--- src/rtl/ro_puf_meas_ctrl.sv ---
// ro_puf_meas_ctrl
// -----------------------------------------------------------------------------
// Measurement sequencer for a four-oscillator, two-bit ring-oscillator PUF.
// A start request latches the challenge and enables the oscillators. The
// oscillators settle for SETTLE_CYC cycles, then their synchronized rising
// edges are counted over a window of WINDOW (or 2*WINDOW) clk cycles. The
// counts are then compared pairwise to form a 2-bit response, which is held
// with resp_valid until the consumer takes it with resp_ready.
//
// Optional feature macro: RO_PUF_MAJORITY_EN
//   When defined, every request runs three SETTLE->COUNT->COMPARE rounds.
//   resp is the bitwise 2-of-3 majority of the round results and resp_tie is
//   the OR of the round tie flags. When undefined, a single round is run.
//
// Ports
//   clk         in   single clock
//   rst_n       in   asynchronous active-low reset
//   start       in   measurement request, only looked at in IDLE
//   challenge   in   [0] pairing select, [1] window select (latched on start)
//   ro_out      in   raw oscillator outputs, asynchronous to clk
//   ro_en       out  oscillator enables
//   busy        out  high from the cycle after start acceptance until IDLE
//   resp        out  response bits
//   resp_tie    out  at least one compared pair had equal counts
//   resp_valid  out  response available (DONE state)
//   resp_ready  in   consumer accepts the response
// -----------------------------------------------------------------------------
module ro_puf_meas_ctrl #(
    parameter int WINDOW     = 64,
    parameter int SETTLE_CYC = 4,
    parameter int CNT_W      = 8
) (
    input  logic       clk,
    input  logic       rst_n,
    input  logic       start,
    input  logic [1:0] challenge,
    input  logic [3:0] ro_out,
    output logic [3:0] ro_en,
    output logic       busy,
    output logic [1:0] resp,
    output logic       resp_tie,
    output logic       resp_valid,
    input  logic       resp_ready
);

    // Timer must hold the longest window minus one and the settle time minus one.
    localparam int TMR_MAX = (2 * WINDOW > SETTLE_CYC) ? 2 * WINDOW : SETTLE_CYC;
    localparam int TMR_W   = $clog2(TMR_MAX + 1);

    localparam logic [TMR_W-1:0] SETTLE_M1 = TMR_W'(SETTLE_CYC - 1);
    localparam logic [TMR_W-1:0] WIN1_M1   = TMR_W'(WINDOW - 1);
    localparam logic [TMR_W-1:0] WIN2_M1   = TMR_W'(2 * WINDOW - 1);
    localparam logic [TMR_W-1:0] TMR_ONE   = TMR_W'(1);
    localparam logic [CNT_W-1:0] CNT_ONE   = CNT_W'(1);

    typedef enum logic [2:0] {
        ST_IDLE    = 3'd0,
        ST_SETTLE  = 3'd1,
        ST_COUNT   = 3'd2,
        ST_COMPARE = 3'd3,
        ST_DONE    = 3'd4
    } state_t;

    // Bitwise 2-of-3 vote.
    function automatic logic [1:0] maj3(input logic [1:0] a,
                                        input logic [1:0] b,
                                        input logic [1:0] c);
        return (a & b) | (a & c) | (b & c);
    endfunction

    state_t             state_q, state_d;
    logic [TMR_W-1:0]   tmr_q, tmr_d;
    logic [1:0]         chal_q, chal_d;
    logic [3:0]         sync1_q, sync1_d;
    logic [3:0]         sync2_q, sync2_d;
    logic [3:0]         sync3_q, sync3_d;
    logic [CNT_W-1:0]   cnt_q [4];
    logic [CNT_W-1:0]   cnt_d [4];
    logic [3:0]         ro_en_q, ro_en_d;
    logic               busy_q, busy_d;
    logic [1:0]         resp_q, resp_d;
    logic               resp_tie_q, resp_tie_d;
    logic               resp_valid_q, resp_valid_d;

`ifdef RO_PUF_MAJORITY_EN
    logic [1:0]         round_q, round_d;
    logic [1:0]         res0_q, res0_d;
    logic [1:0]         res1_q, res1_d;
    logic               tie_acc_q, tie_acc_d;
`endif

    logic [3:0]         edge_s;
    logic               clr_cnt_s;
    logic [TMR_W-1:0]   win_m1_s;
    logic [CNT_W-1:0]   a_first_s, a_second_s, b_first_s, b_second_s;
    logic [1:0]         cmp_resp_s;
    logic               cmp_tie_s;

    // Rising edge seen by the synchronizer: second stage high, history low.
    assign edge_s = sync2_q & ~sync3_q;

    // Pair selection, window length and the pairwise comparison.
    always_comb begin
        a_first_s  = cnt_q[0];
        b_second_s = cnt_q[3];
        if (chal_q[0]) begin
            a_second_s = cnt_q[2];
            b_first_s  = cnt_q[1];
        end else begin
            a_second_s = cnt_q[1];
            b_first_s  = cnt_q[2];
        end
        if (chal_q[1]) begin
            win_m1_s = WIN2_M1;
        end else begin
            win_m1_s = WIN1_M1;
        end
        // Two saturated counters compare equal, so saturation reads as a tie.
        cmp_resp_s = {(b_first_s > b_second_s), (a_first_s > a_second_s)};
        cmp_tie_s  = (a_first_s == a_second_s) | (b_first_s == b_second_s);
    end

    // Next-state, counter and registered-output computation.
    always_comb begin
        state_d    = state_q;
        tmr_d      = tmr_q;
        chal_d     = chal_q;
        resp_d     = resp_q;
        resp_tie_d = resp_tie_q;
        clr_cnt_s  = 1'b0;
        sync1_d    = ro_out;
        sync2_d    = sync1_q;
        sync3_d    = sync2_q;
`ifdef RO_PUF_MAJORITY_EN
        round_d    = round_q;
        res0_d     = res0_q;
        res1_d     = res1_q;
        tie_acc_d  = tie_acc_q;
`endif

        case (state_q)
            ST_IDLE: begin
                if (start) begin
                    chal_d    = challenge;
                    tmr_d     = SETTLE_M1;
                    clr_cnt_s = 1'b1;
                    state_d   = ST_SETTLE;
`ifdef RO_PUF_MAJORITY_EN
                    round_d   = 2'd0;
                    tie_acc_d = 1'b0;
`endif
                end else begin
                    state_d = ST_IDLE;
                end
            end
            ST_SETTLE: begin
                if (tmr_q == '0) begin
                    tmr_d   = win_m1_s;
                    state_d = ST_COUNT;
                end else begin
                    tmr_d = tmr_q - TMR_ONE;
                end
            end
            ST_COUNT: begin
                if (tmr_q == '0) begin
                    state_d = ST_COMPARE;
                end else begin
                    tmr_d = tmr_q - TMR_ONE;
                end
            end
            ST_COMPARE: begin
`ifdef RO_PUF_MAJORITY_EN
                if (round_q == 2'd2) begin
                    resp_d     = maj3(res0_q, res1_q, cmp_resp_s);
                    resp_tie_d = tie_acc_q | cmp_tie_s;
                    round_d    = 2'd0;
                    state_d    = ST_DONE;
                end else begin
                    // Park this round's result and start the next round.
                    if (round_q == 2'd0) begin
                        res0_d = cmp_resp_s;
                    end else begin
                        res1_d = cmp_resp_s;
                    end
                    tie_acc_d = tie_acc_q | cmp_tie_s;
                    round_d   = round_q + 2'd1;
                    tmr_d     = SETTLE_M1;
                    clr_cnt_s = 1'b1;
                    state_d   = ST_SETTLE;
                end
`else
                resp_d     = cmp_resp_s;
                resp_tie_d = cmp_tie_s;
                state_d    = ST_DONE;
`endif
            end
            ST_DONE: begin
                // resp_valid is always high here, so ready alone completes it.
                if (resp_ready) begin
                    state_d = ST_IDLE;
                end else begin
                    state_d = ST_DONE;
                end
            end
            default: begin
                state_d = ST_IDLE;
            end
        endcase

        for (int i = 0; i < 4; i++) begin
            if (clr_cnt_s) begin
                cnt_d[i] = '0;
            end else if ((state_q == ST_COUNT) && edge_s[i] && (cnt_q[i] != '1)) begin
                cnt_d[i] = cnt_q[i] + CNT_ONE;
            end else begin
                cnt_d[i] = cnt_q[i];
            end
        end

        // Outputs are decoded from the next state so they change with it.
        if ((state_d == ST_SETTLE) || (state_d == ST_COUNT)) begin
            ro_en_d = 4'hF;
        end else begin
            ro_en_d = 4'h0;
        end
        busy_d       = (state_d != ST_IDLE);
        resp_valid_d = (state_d == ST_DONE);
    end

    // State, synchronizer, counter and output registers.
    always_ff @(posedge clk or negedge rst_n) begin
        if (!rst_n) begin
            state_q      <= ST_IDLE;
            tmr_q        <= '0;
            chal_q       <= 2'b00;
            sync1_q      <= 4'h0;
            sync2_q      <= 4'h0;
            sync3_q      <= 4'h0;
            for (int i = 0; i < 4; i++) begin
                cnt_q[i] <= '0;
            end
            ro_en_q      <= 4'h0;
            busy_q       <= 1'b0;
            resp_q       <= 2'b00;
            resp_tie_q   <= 1'b0;
            resp_valid_q <= 1'b0;
`ifdef RO_PUF_MAJORITY_EN
            round_q      <= 2'd0;
            res0_q       <= 2'b00;
            res1_q       <= 2'b00;
            tie_acc_q    <= 1'b0;
`endif
        end else begin
            state_q      <= state_d;
            tmr_q        <= tmr_d;
            chal_q       <= chal_d;
            sync1_q      <= sync1_d;
            sync2_q      <= sync2_d;
            sync3_q      <= sync3_d;
            for (int i = 0; i < 4; i++) begin
                cnt_q[i] <= cnt_d[i];
            end
            ro_en_q      <= ro_en_d;
            busy_q       <= busy_d;
            resp_q       <= resp_d;
            resp_tie_q   <= resp_tie_d;
            resp_valid_q <= resp_valid_d;
`ifdef RO_PUF_MAJORITY_EN
            round_q      <= round_d;
            res0_q       <= res0_d;
            res1_q       <= res1_d;
            tie_acc_q    <= tie_acc_d;
`endif
        end
    end

    assign ro_en      = ro_en_q;
    assign busy       = busy_q;
    assign resp       = resp_q;
    assign resp_tie   = resp_tie_q;
    assign resp_valid = resp_valid_q;

endmodule
--- config.mk ---
export PLATFORM = sky130hd
export DESIGN_NAME = ro_puf_meas_ctrl
export DESIGN_NICKNAME = d
export VERILOG_FILES = /design/src/rtl/ro_puf_meas_ctrl.sv
export SDC_FILE = /design/constraint.sdc
export NUM_CORES = 1
export LEC_CHECK = 0
export BUFFER_PORTS_ARGS = -buffer_cell sky130_fd_sc_hd__clkbuf_2
export CORE_MARGIN = 2
export CORE_UTILIZATION = 40
export CTS_BUF_LIST = sky130_fd_sc_hd__clkbuf_2 sky130_fd_sc_hd__clkbuf_4 sky130_fd_sc_hd__clkbuf_8
export DETAILED_ROUTE_END_ITERATION = 12
export SLEW_MARGIN = 15
export SYNTH_ARGS = -nofsm -noshare
export SYNTH_HDL_FRONTEND = slang
export SYNTH_SLANG_ARGS = --single-unit
--- constraint.sdc ---
create_clock -name clk -period 3.5 [get_ports clk]
set_clock_uncertainty 0.1 [all_clocks]
set_input_delay 0.175 -clock clk [delete_from_list [all_inputs] [get_ports clk]]
set_output_delay 0.175 -clock clk [all_outputs]
set_load 0.01 [all_outputs]
# After elaboration in Yosys (flattened, before gate mapping)
# Index checks and enable logic that the tools add are counted.
# totals
ff_bits	66
in_bits	10
# classes
mux	23
n_lt_le_gt_ge	2
eq_ne	15
reduce_logical	19
addsub	5
n_bitwise	3
# op_table
cell	count
two-way mux 8 bit	13
adder 8 x 1 -> 8 bit (second input constant)	4
inequality test 8 bit (second input constant)	4
one-hot mux 8 bit (3 select lines)	1
equality test 8 bit	2
> comparator 8 bit	2
one-hot mux 3 bit (5 select lines)	1
equality test 3 x 2 -> 1 bit (second input constant)	3
two-way mux 3 bit	3
logical AND 1 bit	8
logical NOT 8 bit	1
nonzero test 2 bit	4
subtractor 8 x 1 -> 8 bit (second input constant)	1
two-way mux 7 bit	1
equality test 3 x 1 -> 1 bit (second input constant)	2
equality test 3 bit (second input constant)	2
nonzero test 3 bit	2
AND 4 bit	1
two-way mux 4 bit	1
inequality test 2 bit (second input constant)	2
NOT 4 bit	1
logical NOT 3 bit	1
two-way mux 1 bit	3
AND reduction 3 bit	1
other kinds (3)	3

# Longest topological paths before layout
# Gate-level depths: netlist of the first run.
# logic_depth
ltp_word	6
mapped_depth	9
depth_no_buf	7

# Least setup slack after synthesis of the first run
# No wires, ideal clock.
# synth_path
kind	reg2reg
startpoint	register chal_q[0]
endpoint	register resp_q[0], in the netlist resp[0]
arrival_ns	2.259
period_less_slack_ns	2.491
setup_time_ns	0.132
n_path_buf	2
stages_incl_launch_ff	10
path_slack_ns	1.009
path_cell_list	dfrtp_1 > clkbuf_1 > buf_1 > mux2i_1 > ha_1 > nor2b_1 > o211ai_1 > a21oi_1 > a2111oi_0 > o31ai_1
# synth_via
elab_chain_len	2
# synth_rtl
item	line_no	rtl
start: declaration	73	logic [1:0] chal_q, chal_d;
start signal: assignment	256	chal_q <= chal_d;
two-way mux 8 bit	106	if (chal_q[0]) begin
> comparator 8 bit	119	cmp_resp_s = {(b_first_s > b_second_s), (a_first_s > a_second_s)};
end signal: assignment	265	resp_q <= resp_d;
end: declaration	81	logic [1:0] resp_q, resp_d;
# No other way between the ends.
# A chain may end at the register's enable or synchronous reset.

# Worst setup path in the final report of the first run
# layout_path
startpoint	register chal_q[0]
endpoint	register resp_q[1], in the netlist resp[1]
# The elaborated chain is that of the path after synthesis.

==> impl_metrics.py, run 1 <==
metrics = {
    "logic_synthesis": {
        "yosysTopAreaCell": "dfrtp_1",
        "synthSimpleGateAreaFrac": 0.203,
        "synth.distinct_cells": 44,
        "synth_common_cells": "dfrtp_1 (63), nor2_1 (30), nand2_1 (29), ha_1 (22), nand3_1 (20)",
        "synthCells": 341,
        "synth_edf_count": 0,
        "synth_compound_area_frac": 0.111,
        "synthMuxAreaShare": 0.0592,
        "post-synth-top-count-cell": "dfrtp_1",
        "syn_area_um2": 3380,
        "synth_area_leaders": "dfrtp_1 (47%), ha_1 (8.1%), nor2_1 (3.3%)",
        "synth_xor_area_frac": 0.0440,
        "yosys_warnings": 0,
        "synth_seq_cells": 63,
        "synth_top_area_frac": 0.466,
        "synth.avg_cell_area_um2": 9.91,
        "synth_fa_ha_area_frac": 0.0814,
        "synthArstFlopShare": 1.00,
        "synth_top_family_by_area": "simple AND/OR/NAND/NOR gates",
        "synth-seq-area-share": 0.466,
        "ys.flop_type": "dfrtp_1",
        "syn-num-nets": 373,
    },
    "drt": {
        "dr_total_vias": 2579,
        "wl_um": 7030,
        "drt_first_iter_violations": 122,
        "ant_nets": 0,
        "wl_per_cell_um": 14.6,
        "vias_per_cell": 5.35,
        "drc": 0,
        "drtPass1Iterations": 4,
    },
    "clocking": {
        "cts_setup_buffers": 0,
        "h-tree-depth": 3,
        "clockBufferDepth": 2,
        "cts_resized": 0,
        "clk_pin_slew_ns": 0.06,
        "cts_hold_buf": 7,
        "clock-sinks": 63,
        "clk_latency_ns": 0.34,
        "numCtsBuffers": 9,
        "cts_root_buf": "clkbuf_8",
        "cts_tree": "done",
    },
    "setup_path": {
        "worstSetupPathType": "flop to flop",
        "critPathLaunchType": "flop",
        "path_cells": "mux2_2, ha_1, nor2b_1, o211ai_1, a21oi_1, a2111oi_0, o21ai_0",
        "crit_arrival_ns": 2.44,
        "critPathMaxStageDelay_ns": 0.49,
        "required_ns": 3.61,
        "critPathMaxFanout": 8,
        "cp_slowest_cell": "dfrtp_1",
        "end_kind": "flop",
    },
    "timing": {
        "drv_slew": 0,
        "setup_viol": 0,
        "fmax_mhz": 428,
        "hold_viol_final": 0,
        "finalCriticalPeriod_ns": 2.34,
        "rsz0062_at_grt": "no",
        "maxSlewHeadroom": 0.433,
        "finalSetupTns_ns": 0,
        "period_share": 0.668,
        "worstMarginPinSlew_ns": 0.851,
    },
    "floorplanning": {
        "rows": 33,
        "initial_core_util": 0.411,
        "core_area_um2": 8220,
        "die_h_um": 95.9,
        "die-area_um2": 9200,
        "ioPinCount": 19,
        "die_width_um": 95.9,
    },
    "grt": {
        "grt_max_degree": 38,
        "antenna_found_initial": 0,
        "grt_use_total": 0.169,
        "grt_pass1_vias": 2482,
        "grt_pass1_wl_um": 11900,
        "grt-ovfl-total": 0,
    },
    "pwr": {
        "vdd_drop_max_mv": 0.217,
        "leakage_nw": 1.76,
        "powerDensity_nw_per_um2": 662,
    },
    "min_path": {
        "min_path_type": "input port to flop",
    },
    "place": {
        "gp_congestion": 0.797,
        "dpl.cell_count": 459,
        "portBuffers": 18,
        "hpwl_um": 5030,
    },
    "run_status": {
        "status": "finished, final reports clean",
    },
    "layout": {
        "insertedDiodeCount": 0,
        "drive_above_1_share": 0.141,
        "fillers": 781,
        "utilization": 0.476,
        "finalNonFillerCells": 482,
        "nets": 404,
        "syn_to_final_growth_pct": 15.7,
    },
    "run": {
        "cap_violations": 0,
    },
}
## layout make-up
type	instances	area [um2]	area share
clock inverter	3	90.1	0.0230
multi-input combinational	250	1690	0.433
sequential	63	1580	0.403
clock buffer	13	160	0.0409
tap	105	131	0.0336
timing repair buffer	29	190	0.0486
inverter	19	71.3	0.0182
## registers in the layout, summed over array words and instances (netlist names)
name / flops
sync1_q: 4
b_second_s: 8
sync3_q: 4
tmr_q: 8
resp: 2
state_q: 3
a_first_s: 8
chal_q: 2
ro_en: 1
resp_tie: 1
resp_valid: 1
cnt_q: 16
busy: 1
sync2_q: 4
## critical path: cells and delay by family, from the launching register on
family / cells / cell delay (ns)
simple gates: 1 / 0.14
mux: 1 / 0.39
compound gates: 4 / 0.82
fa+ha+maj: 1 / 0.28
flops: 1 / 0.49
## worst paths after layout
kind	start	endpoint	slack, ns	cells after the start
setup / recovery	chal_q[0]	resp[1]	1.16	7
hold / removal	resp_ready	resp_valid	0.03	3
setup reg to reg	chal_q[0]	resp[1]	1.16	7
hold reg to reg	sync1_q[3]	sync2_q[3]	0.25	0
max in group asynchronous	rst_n	a_first_s[0]	2.04	3
min in group asynchronous	rst_n	a_first_s[5]	0.37	2
## routing by layer
layer	track usage	routed length (um)	up-vias
met5	0	0	-
li1	-	-	1290
met2	0.258	3130	39
met3	0.0431	275	10
met4	0.0536	108	0
met1	0.236	3520	1240
## logic make-up after synthesis
kind of cell | after synthesis
flip-flops | 63
buffers and inverters | 28
AND/OR/NAND/NOR | 133
adder cells (fa/ha/maj) | 22
XOR/XNOR | 17
AO/OA/AOI/OAI | 59
multiplexers | 19
## metrics by stage
| stage | hold slack [ns] | area (um2) | worst slack (ns) | total power [mW] |
|---|---|---|---|---|
| 2_1_floorplan | -0.221 | 3380 | 1.01 | 1.58 |
| 3_3_place_gp | 0.185 | 3590 | 1.18 | 1.78 |
| 3_5_place_dp | 0.185 | 3590 | 1.15 | 1.81 |
| 4_1_cts | 0.00495 | 3910 | 1.14 | 2.62 |
| 5_1_grt | 0.0237 | 3910 | 0.916 | 2.78 |
| 6_report | 0.0252 | 3910 | 1.16 | 2.59 |
## cells in the final DEF, fill, tap and decap left out, types with 11 or more instances in the layout
| master | netlist | routed |
|---|---|---|
| a21oi_1 | 19 | 19 |
| clkbuf_2 | 0 | 17 |
| dfrtp_1 | 63 | 63 |
| ha_1 | 22 | 22 |
| inv_1 | 19 | 19 |
| mux2i_1 | 11 | 11 |
| nand2_1 | 29 | 29 |
| nand3_1 | 20 | 20 |
| nand4_1 | 12 | 12 |
| nor2_1 | 30 | 30 |
| o21ai_0 | 19 | 19 |
| xnor2_1 | 12 | 12 |
## power by group
group | internal, mW | total, mW | switching (mW) | leakage (nW)
sequential | 0.856 | 0.997 | 0.141 | 0.821
combinational | 0.333 | 0.803 | 0.469 | 0.811
clock | 0.517 | 0.789 | 0.271 | 0.128
No activity file was read; power rests on OpenSTA's default activity.
==> run 2, diff against run 1 <==
- clock period: 3.5 -> 1.9 ns (I/O delays scaled with it)
==> impl_metrics.py, run 2 (synthesized netlist as in run 1, its figures left out) <==
metrics = {
    "grt": {
        "use_met3": 0.0321,
        "grt-busiest-layer": "met2",
        "grt_pass1_wl_um": 13100,
        "grt-ovfl-total": 0,
        "grt_max_degree": 64,
        "antenna_found_initial": 0,
        "grt.met1_usage": 0.263,
        "grt_use_total": 0.188,
        "grt_use_met2": 0.288,
        "grt_pass1_vias": 2739,
    },
    "place": {
        "post-place-ws_ns": -0.252,
        "placed_area_um2": 3990,
        "hpwl_um": 5660,
        "portBuffers": 18,
        "gp_congestion": 0.795,
    },
    "floorplanning": {
        "rows": 33,
        "die-area_um2": 9200,
        "initial_core_util": 0.411,
        "die_h_um": 95.9,
        "core_area_um2": 8220,
        "ioPinCount": 19,
        "die_width_um": 95.9,
    },
    "min_path": {
        "hold_end": "state_q[0]",
        "holdPathStages": 4,
        "hold_path_startpoint": "start",
        "min_path_type": "input port to flop",
    },
    "pwr": {
        "finalPower_mw": 5.31,
        "seqPwrFrac": 0.338,
        "p_sw_mw": 1.89,
        "powerDensity_nw_per_um2": 1170,
        "intPower_mw": 3.42,
        "swShare": 0.356,
        "leakage_nw": 2.02,
        "p_comb_frac": 0.412,
        "vdd_drop_max_mv": 0.405,
        "p_clk_frac": 0.250,
    },
    "drt": {
        "vias_per_cell": 5.36,
        "wl_um": 7940,
        "dr_total_vias": 2854,
        "drtPass1Iterations": 4,
        "wl_per_cell_um": 14.9,
        "drc": 0,
        "drt_first_iter_violations": 84,
        "ant_nets": 0,
    },
    "setup_path": {
        "required_ns": 2.02,
        "r2r_end": "resp[0]",
        "crit_arrival_ns": 2.15,
        "critPathLaunchType": "flop",
        "reg2reg_from": "chal_q[0]",
        "reg2reg_depth": 8,
        "r2r_setup_slack_ns": -0.13,
        "end_kind": "flop",
        "worstSetupPathType": "flop to flop",
        "critPathMaxFanout": 7,
    },
    "clocking": {
        "cts_root_buf": "clkbuf_8",
        "clock-sinks": 63,
        "clockBufferDepth": 2,
        "h-tree-depth": 3,
        "clk_pin_slew_ns": 0.08,
        "clk_latency_ns": 0.34,
        "numCtsBuffers": 9,
        "cts_tree": "done",
    },
    "timing": {
        "period_share": 1.07,
        "finalSetupTns_ns": -0.262,
        "finalCriticalPeriod_ns": 2.03,
        "worstMarginPinSlew_ns": 0.504,
        "drv_slew": 0,
        "layout_setup_ws_ns": -0.134,
        "setup_viol": 5,
        "rsz0062_at_grt": "yes",
        "hold_viol_final": 0,
        "fmax_mhz": 492,
        "maxSlewHeadroom": 0.663,
    },
    "layout": {
        "fillers": 717,
        "syn_to_final_growth_pct": 34.5,
        "insertedDiodeCount": 0,
        "utilization": 0.553,
        "final_cell_area_um2": 4550,
        "nets": 454,
        "layout_common_cells": "dfrtp_1 (62), buf_4 (45), nor2_1 (27), nand2_1 (27), ha_1 (20)",
        "drive_above_1_share": 0.321,
        "regMostFlops": "cnt_q",
        "largest_reg_flops": 16,
        "final_common_cell": "dfrtp_1",
    },
    "run": {
        "cap_violations": 0,
    },
    "run_status": {
        "violations": "negative setup slack",
        "status": "complete, but fails checks",
    },
}
## run 2: cell types whose count changed in the layout (fill, tap and decap cells not counted), moves of 3 or more
cell / before / now
buf_4: 4 / 45
or3_1: 6 / 3
nor2_1: 30 / 27
or3_4: 1 / 4
o21ai_0: 19 / 15
o21ai_1: 0 / 3
buf_6: 0 / 7
nor4_2: 0 / 6
nor4_1: 9 / 1
## run 2: metal layers
metal	wire length (um)	up-vias
li1	-	1402
met1	3940	1399
met2	3630	42
met3	189	11
met4	177	0
met5	0	-
## run 2: critical path, stage by stage (launching register included)
cell,delay [ns]
dfrtp_1,0.40
buf_6,0.15
mux2i_1,0.19
ha_1,0.25
nor2b_1,0.14
o211ai_1,0.17
a21oi_1,0.11
a2111oi_2,0.30
o31ai_1,0.11
## run 2: area by class of cell
type                       count  area, um2  area share
multi-input combinational    250       1930       0.425
sequential                    63       1580       0.347
timing repair buffer          79        607       0.133
tap                          105        131      0.0289
clock inverter                 5       81.3      0.0179
inverter                      19       71.3      0.0157
clock buffer                  11        145      0.0319
## run 2: worst max-delay path by stage
stage / startpoint / endpoint / slack (ns) / depth (start not counted)
floorplan: chal_q[0] / resp[0] / -0.12 / 9
global placement: chal_q[0] / resp[0] / -0.15 / 8
detailed placement: chal_q[0] / resp[0] / -0.25 / 8
CTS: chal_q[0] / resp[0] / -0.16 / 8
global route: chal_q[0] / resp[0] / -0.23 / 8
finish: chal_q[0] / resp[0] / -0.13 / 8
## run 2: power groups by stage
stage | Clock, mW | Sequential (mW) | Combinational [mW]
final | 1.33 | 1.79 | 2.19
after global routing | 1.43 | 1.82 | 2.44
after CTS | 1.36 | 1.78 | 2.09
after detailed placement | 0 | 1.81 | 1.93
after global placement | 0 | 1.79 | 1.88
after floorplan | 0 | 1.80 | 1.18
## run 2: per-stage QoR
stage / hold slack [ns] / std cells
final: 0.139 / 532
after global routing: 0.151 / 532
after CTS: 0.127 / 528
after detailed placement: 0.0398 / 502
after global placement: 0.0387 / 502
after floorplan: -0.301 / 341
## run 2: timing repair
action	4_1_cts	5_1_grt
hold buffers	8	0
resized for setup	20	28
endpoints found under the hold margin	71	0
buffers inserted	3	5
setup endpoints to repair	24	27
pin swaps	12	15
